**config.mk**
```make
export PLATFORM = sky130hd
export DESIGN_NAME = polara_noc_hdr_check
export DESIGN_NICKNAME = d
export VERILOG_FILES = /design/src/rtl/polara_loopback_checker_pkg.sv /design/src/rtl/polara_noc_hdr_check.sv
export SDC_FILE = /design/constraint.sdc
export NUM_CORES = 1
export LEC_CHECK = 0
export CAP_MARGIN = 25
export CORE_AREA = 5 5 42 44
export DETAILED_ROUTE_END_ITERATION = 16
export DIE_AREA = 0 0 47 49
export DONT_BUFFER_PORTS = 1
export GPL_TIMING_DRIVEN = 0
export PLACE_DENSITY = 0.37
export SYNTH_ARGS = -nofsm -noshare
export SYNTH_HDL_FRONTEND = slang
export SYNTH_SLANG_ARGS = --single-unit
```
**constraint.sdc**
```tcl
create_clock -name vclk -period 1.6
set_input_delay 0.08 -clock vclk [all_inputs]
set_output_delay 0.08 -clock vclk [all_outputs]
set_load 0.01 [all_outputs]
```
**src/rtl/polara_loopback_checker_pkg.sv**
```systemverilog
// Shared definitions for the Polara loopback generator/checker pair:
// OpenPiton header field layout, the loopback message type and default expectations.
package polara_loopback_checker_pkg;

    localparam int CHIPID_LSB   = 50;
    localparam int CHIPID_W     = 14;
    localparam int XPOS_LSB     = 42;
    localparam int XPOS_W       = 8;
    localparam int YPOS_LSB     = 34;
    localparam int YPOS_W       = 8;
    localparam int FBITS_LSB    = 30;
    localparam int FBITS_W      = 4;
    localparam int LEN_LSB      = 22;
    localparam int LEN_W        = 8;
    localparam int MSG_TYPE_LSB = 14;
    localparam int MSG_TYPE_W   = 8;
    localparam int MSHR_LSB     = 6;
    localparam int MSHR_W       = 8;

    localparam logic [7:0]  MSG_TYPE_INV_FWD = 8'd18;
    localparam logic [13:0] DEF_CHIPID       = 14'b10000000000000;
    localparam logic [3:0]  DEF_FBITS        = 4'b0010;

    typedef enum logic {
        ST_HDR  = 1'b0,
        ST_BODY = 1'b1
    } state_e;

endpackage

```
**src/rtl/polara_noc_hdr_check.sv**
```systemverilog
// Combinational compare of one OpenPiton header flit against the expected loopback message.
module polara_noc_hdr_check
    import polara_loopback_checker_pkg::*;
#(
    parameter logic [13:0] EXP_CHIPID   = DEF_CHIPID,
    parameter logic [3:0]  EXP_FBITS    = DEF_FBITS,
    parameter logic [7:0]  EXP_MSG_TYPE = MSG_TYPE_INV_FWD,
    parameter logic [7:0]  MAX_PAYLOAD  = 8'd8
) (
    input  logic [63:0] flit_i,
    output logic        bad_o,
    output logic [7:0]  len_o
);

    // Position, MSHR and reserved fields are not part of the check.
    logic unused_fields;
    assign unused_fields = ^{flit_i[XPOS_LSB +: XPOS_W], flit_i[YPOS_LSB +: YPOS_W],
                             flit_i[MSHR_LSB +: MSHR_W], flit_i[5:0]};

    assign len_o = flit_i[LEN_LSB +: LEN_W];
    assign bad_o = (flit_i[CHIPID_LSB +: CHIPID_W]     != EXP_CHIPID)
                 | (flit_i[FBITS_LSB +: FBITS_W]       != EXP_FBITS)
                 | (flit_i[MSG_TYPE_LSB +: MSG_TYPE_W] != EXP_MSG_TYPE)
                 | (len_o > MAX_PAYLOAD);

endmodule

```
* Word-level counts from Yosys, hierarchy flattened
Cells that the tools add are included.
W data, S select, Z words.
** Storage, ports and cells
- Bits in registers :: 0
- Input port bits :: 64
- Output and inout port bits :: 9
- Word-level logic and storage cells :: 7
** Operators by class
- Magnitude comparators :: 1
- Eq/ne operators :: 3
- Bitwise gates (word level) :: 3
** Operator list (number)
- $ne A14 B14 Y1 const B :: 1
- $gt A8 B4 Y1 const B :: 1
- $ne A8 B5 Y1 const B :: 1
- $ne A4 B2 Y1 const B :: 1
- $or A1 B1 Y1 :: 3

* Depth between registers and ports, before layout
Gate-level depths: netlist of run 1.
- Depth in word-level cells :: 4
- Depth in mapped cells :: 3
- Gate-level depth less buffers :: 3

* Worst setup path after synthesis of run 1
OpenSTA, ideal clock, no wires.
- Kind :: input port to output port
- Start point :: input flit_i[28]
- End point :: output bad_o
- Arrival time :: 837 ps
- Data required time :: 1520 ps
- Slack :: 683 ps
- Stages on the path :: 3
- Path buffers :: 0
- Path through :: nor4_2 -> nand4_1 -> or3_1
** Between the ends
- Word-level cells in the longest chain between the ends :: 2
** RTL lines
- from (decl) :: RTL line polara_noc_hdr_check.sv:10 : input logic [63:0] flit_i,
- $gt A8 B4 Y1 :: RTL line polara_noc_hdr_check.sv:24 : | (len_o > MAX_PAYLOAD);
- $or A1 B1 Y1 :: RTL line polara_noc_hdr_check.sv:24
- to (decl) :: RTL line polara_noc_hdr_check.sv:11 : output logic bad_o,
No other way between the ends.

* Worst setup path after layout of run 1
Same ends and word-level chain as after synthesis.

==> impl_metrics.env, run 1 <==
export IMPL_critPathMaxStageDelay_ps=450
export IMPL_nFlopsAndLatches=0
export IMPL_grt_start_max_net_pins=3
export IMPL_setup_viol=0
export IMPL_worstMarginPinSlew_ps=239
export IMPL_viasPerCell=4.83
export IMPL_regArea_sq_um=0
export IMPL_avgSynthCellArea_sq_um=8.45
export IMPL_layout_min_cycle_time_ps=1000
export IMPL_rows=14
export IMPL_io_buffers=0
export IMPL_ys_types=9
export IMPL_fin_util_pct=13.5
export IMPL_arrival_ps=920
export IMPL_area_growth_pct=11.9
export IMPL_yosys_warnings=0
export IMPL_track_usage_pct=4.35
export IMPL_layout_common_cells="8 x buf_4, 2 x nor4b_2, 2 x nor4_2, 2 x nand4_1, 2 x nor4_1"
export IMPL_cp_required_ps=1520
export IMPL_antenna_found_initial=0
export IMPL_rsz0062_at_grt="false"
export IMPL_grt_pass1_wl_microns=793
export IMPL_finalHoldViolCount=0
export IMPL_report_final_slew_viol_count=0
export IMPL_end_kind="output pin"
export IMPL_dp_cells=36
export IMPL_worstPathCellList="nor4_2, nand4_1, or3_1"
export IMPL_maxCapViolCount=0
export IMPL_fmax_mhz=1000
export IMPL_vdd_drop_max_v=0.0000268
export IMPL_die_area_sq_um=2300
export IMPL_powerDensity_nw_per_um2=159
export IMPL_drive_gt1_share_pct=60.0
export IMPL_initial_core_util_pct=12.1
export IMPL_hp_class="in -> out"
export IMPL_nFillCells=162
export IMPL_ant_nets=0
export IMPL_nets=86
export IMPL_vias=174
export IMPL_drc_errors=0
export IMPL_die_w_microns=47
export IMPL_gp_congestion=0.563
export IMPL_pin_count=73
export IMPL_syn_instance_count=20
export IMPL_clkbuf_count=0
export IMPL_wl_microns=612
export IMPL_crit_fanout=2
export IMPL_grt_overflow_total=0
export IMPL_core_area_sq_um=1400
export IMPL_avgRoutedWirePerCell_microns=17.0
export IMPL_grt_pass1_vias=194
export IMPL_maxSlewHeadroom_pct=83.8
export IMPL_final_period_utilization_pct=62.5
export IMPL_hpwlAfterDp_microns=617
export IMPL_cts_hold_buf=0
export IMPL_mostFrequentLayoutCell="buf_4"
export IMPL_cts_setup_buffers=0
export IMPL_critPathKind="in -> out"
export IMPL_antenna_cells=0
export IMPL_dpl_instance_area_sq_um=189
export IMPL_final_cell_count_no_fill=36
export IMPL_firstDrtPassIters=1
export IMPL_whs_ps=254
export IMPL_yosysSeqAreaShare_pct=0
export IMPL_leakage_nw=0.0536
export IMPL_die_h_microns=49
export IMPL_status="finished, final reports clean"
export IMPL_stdcell_area_sq_um=189
export IMPL_slowest_stage="or3_1"
export IMPL_ctsResizeCount=0
export IMPL_tns_ps=0
export IMPL_synthesis_nets=84
export IMPL_drt_iter0_markers=0
export IMPL_start_kind="primary input"
export IMPL_synth_area_sq_um=169
Yosys cell counts, drive strengths merged:
| library cell | instances | share of area (%) |
|---|---|---|
| nand4 | 2 | 7.4 |
| o31a | 1 | 5.2 |
| buf | 8 | 36 |
| nor4b | 2 | 18 |
| or3 | 1 | 3.7 |
| nor4 | 4 | 22 |
| nor4bb | 1 | 5.9 |
| nor2 | 1 | 2.2 |
power by group:
part / switching (mW) / internal, mW / total [mW]
Clock: 0 / 0 / 0
Sequential: 0 / 0 / 0
Combinational: 0.0108 / 0.0193 / 0.0301
final cells by class:
cell class	instances	area [sq um]	share of cell area, %
plain buffers	8	60.1	31.8
multi-input cells	12	109	57.6
well taps	16	20.0	10.6
through the flow:
step / worst slack, ps / power, mW
after detailed placement: 570 / 0.0306
after global placement: 585 / 0.0309
after floorplan: 683 / 0.0285
final: 600 / 0.0301
after global routing: 554 / 0.0317
after CTS: 574 / 0.0306
final timing paths:
kind,from,depth (start not counted),slack [ps],to
hold / removal,flit_i[22],1,250,len_o[0]
setup / recovery,flit_i[28],3,600,bad_o
per-layer routing:
layer  global-route usage (%)  routed length, microns  vias up
met5                        0                       0        -
met4                        0                       0        0
met2                     7.01                     287       28
met1                     5.00                     174       73
li1                         -                       -       73
met3                     2.95                     150        0
kinds of logic after synthesis:
logic type,Yosys count,synth area share [%]
buffers and inverters,8,35.6
and+or+nand+nor,11,59.3
AOI/OAI and AO/OA,1,5.19
critical path, delay by kind of cell:
kind | cells | cell delay [ps]
AND/OR/NAND/NOR | 3 | 850
No activity file was read; power rests on OpenSTA's default activity.
==> inputs of run 2 (changes only) <==
- PLACE_DENSITY: 0.37 -> 0.38
- clock period: 1.6 -> 0.85 ns (I/O delays scaled with it)
==> run 2 against run 1 <==
  * Total power increased by 120%
  * Worst setup slack lost 590 ps
  * Die area unchanged
  * Global-route usage grew 0.49 points
  * First-iteration DRC count is 1 higher
  * Critical path depth is the same
  * Wire length grew 5.4%
  * Non-clock buffer count unchanged
  * Utilization increased by 4.2 points
  * Final cell count unchanged
  * Worst hold slack lost 75 ps
  * Design area grew 31%
==> impl_metrics.env, run 2 (synthesized netlist as in run 1, its figures left out) <==
export IMPL_fin_util_pct=17.7
export IMPL_worstPathCellList="nor4_2, nand4_1, or3_4"
export IMPL_hpwlAfterDp_microns=614
export IMPL_vias=177
export IMPL_layout_common_cells="8 x buf_4, 2 x nor4_4, 2 x nand4_1, 2 x nor4_2"
export IMPL_crit_end="bad_o"
export IMPL_antenna_found_initial=0
export IMPL_fmax_mhz=1200
export IMPL_rsz0062_at_grt="true"
export IMPL_drive_gt1_share_pct=80.0
export IMPL_mostFrequentLayoutCell="buf_4"
export IMPL_regArea_sq_um=0
export IMPL_powerDensity_nw_per_um2=272
export IMPL_status="finished, final reports clean"
export IMPL_cts_hold_buf=0
export IMPL_core_area_sq_um=1400
export IMPL_maxSlewHeadroom_pct=87.1
export IMPL_nFillCells=159
export IMPL_grt_start_max_net_pins=3
export IMPL_clkbuf_count=0
export IMPL_cp_required_ps=810
export IMPL_antenna_cells=0
export IMPL_firstDrtPassIters=3
export IMPL_crit_fanout=1
export IMPL_avgRoutedWirePerCell_microns=17.9
export IMPL_final_period_utilization_pct=98.3
export IMPL_die_area_sq_um=2300
export IMPL_maxCapViolCount=0
export IMPL_arrival_ps=790
export IMPL_grt_pass1_wl_microns=897
export IMPL_nFlopsAndLatches=0
export IMPL_pin_count=73
export IMPL_rows=14
export IMPL_finalHoldViolCount=0
export IMPL_start_kind="primary input"
export IMPL_vdd_drop_max_v=0.0000523
export IMPL_multiInputGateArea_sq_um=168
export IMPL_nets=86
export IMPL_setup_viol=0
export IMPL_crit_family="simple AND/OR/NAND/NOR gates"
export IMPL_track_usage_pct=4.84
export IMPL_layout_min_cycle_time_ps=835
export IMPL_cp_num_cells=3
export IMPL_gp_congestion=0.543
export IMPL_wl_microns=645
export IMPL_drt_iter0_markers=1
export IMPL_viasPerCell=4.92
export IMPL_leakage_nw=0.0737
export IMPL_path_buf_inv=0
export IMPL_cts_setup_buffers=0
export IMPL_report_final_slew_viol_count=0
export IMPL_area_growth_pct=46.7
export IMPL_io_buffers=0
export IMPL_initial_core_util_pct=12.1
export IMPL_stdcell_area_sq_um=248
export IMPL_end_kind="output pin"
export IMPL_critPathKind="in -> out"
export IMPL_grt_pass1_vias=230
export IMPL_worstMarginPinSlew_ps=191
export IMPL_die_h_microns=49
export IMPL_dpl_instance_area_sq_um=189
export IMPL_critPathMaxStageDelay_ps=390
export IMPL_drc_errors=0
export IMPL_ant_nets=0
export IMPL_die_w_microns=47
export IMPL_hp_class="in -> out"
export IMPL_critical_path_startpoint="flit_i[55]"
export IMPL_grt_overflow_total=0
export IMPL_slowest_stage="or3_4"
[run 2: timing repair]
action	4_1_cts	5_1_grt
resized for setup	6	2
pin swaps	3	1
endpoints found under the setup margin	1	1
hold endpoints to repair	0	0
[run 2: worst min-delay path by stage]
stage,start,end,slack [ps],depth (start not counted)
after floorplan,flit_i[22],len_o[0],180,1
after global placement,flit_i[25],len_o[3],180,1
after detailed placement,flit_i[25],len_o[3],180,1
after CTS,flit_i[25],len_o[3],180,1
after global routing,flit_i[25],len_o[3],180,1
final,flit_i[25],len_o[3],180,1
[run 2: power by group]
part | leakage [nW] | total [mW] | internal [mW] | switching [mW]
clock network | 0 | 0 | 0 | 0
registers | 0 | 0 | 0 | 0
logic | 0.0737 | 0.0674 | 0.0464 | 0.0210
[run 2: area by class of cell]
cell class,count,area share [%]
well taps,16,8.08
multi-input cells,12,67.7
plain buffers,8,24.2
[run 2: per-stage QoR]
stage          hold WS (ps)  setup TNS (ps)  std cells  setup slack [ps]  total power [mW]
2_1_floorplan           177               0         20              8.39            0.0537
3_3_place_gp            181           -80.5         36             -80.5            0.0585
3_5_place_dp            180           -85.7         36             -85.7            0.0581
4_1_cts                 180               0         36             0.176            0.0652
5_1_grt                 181           -33.9         36             -33.9            0.0733
6_report                179               0         36              14.5            0.0674
[run 2: layer usage]
metal | up-vias | global-route usage (%) | wire length, microns
li1 | 73 | - | -
met1 | 76 | 5.65 | 196
met2 | 28 | 8.60 | 312
met3 | 0 | 1.85 | 135
met4 | 0 | 0 | 0
met5 | - | 0 | 0
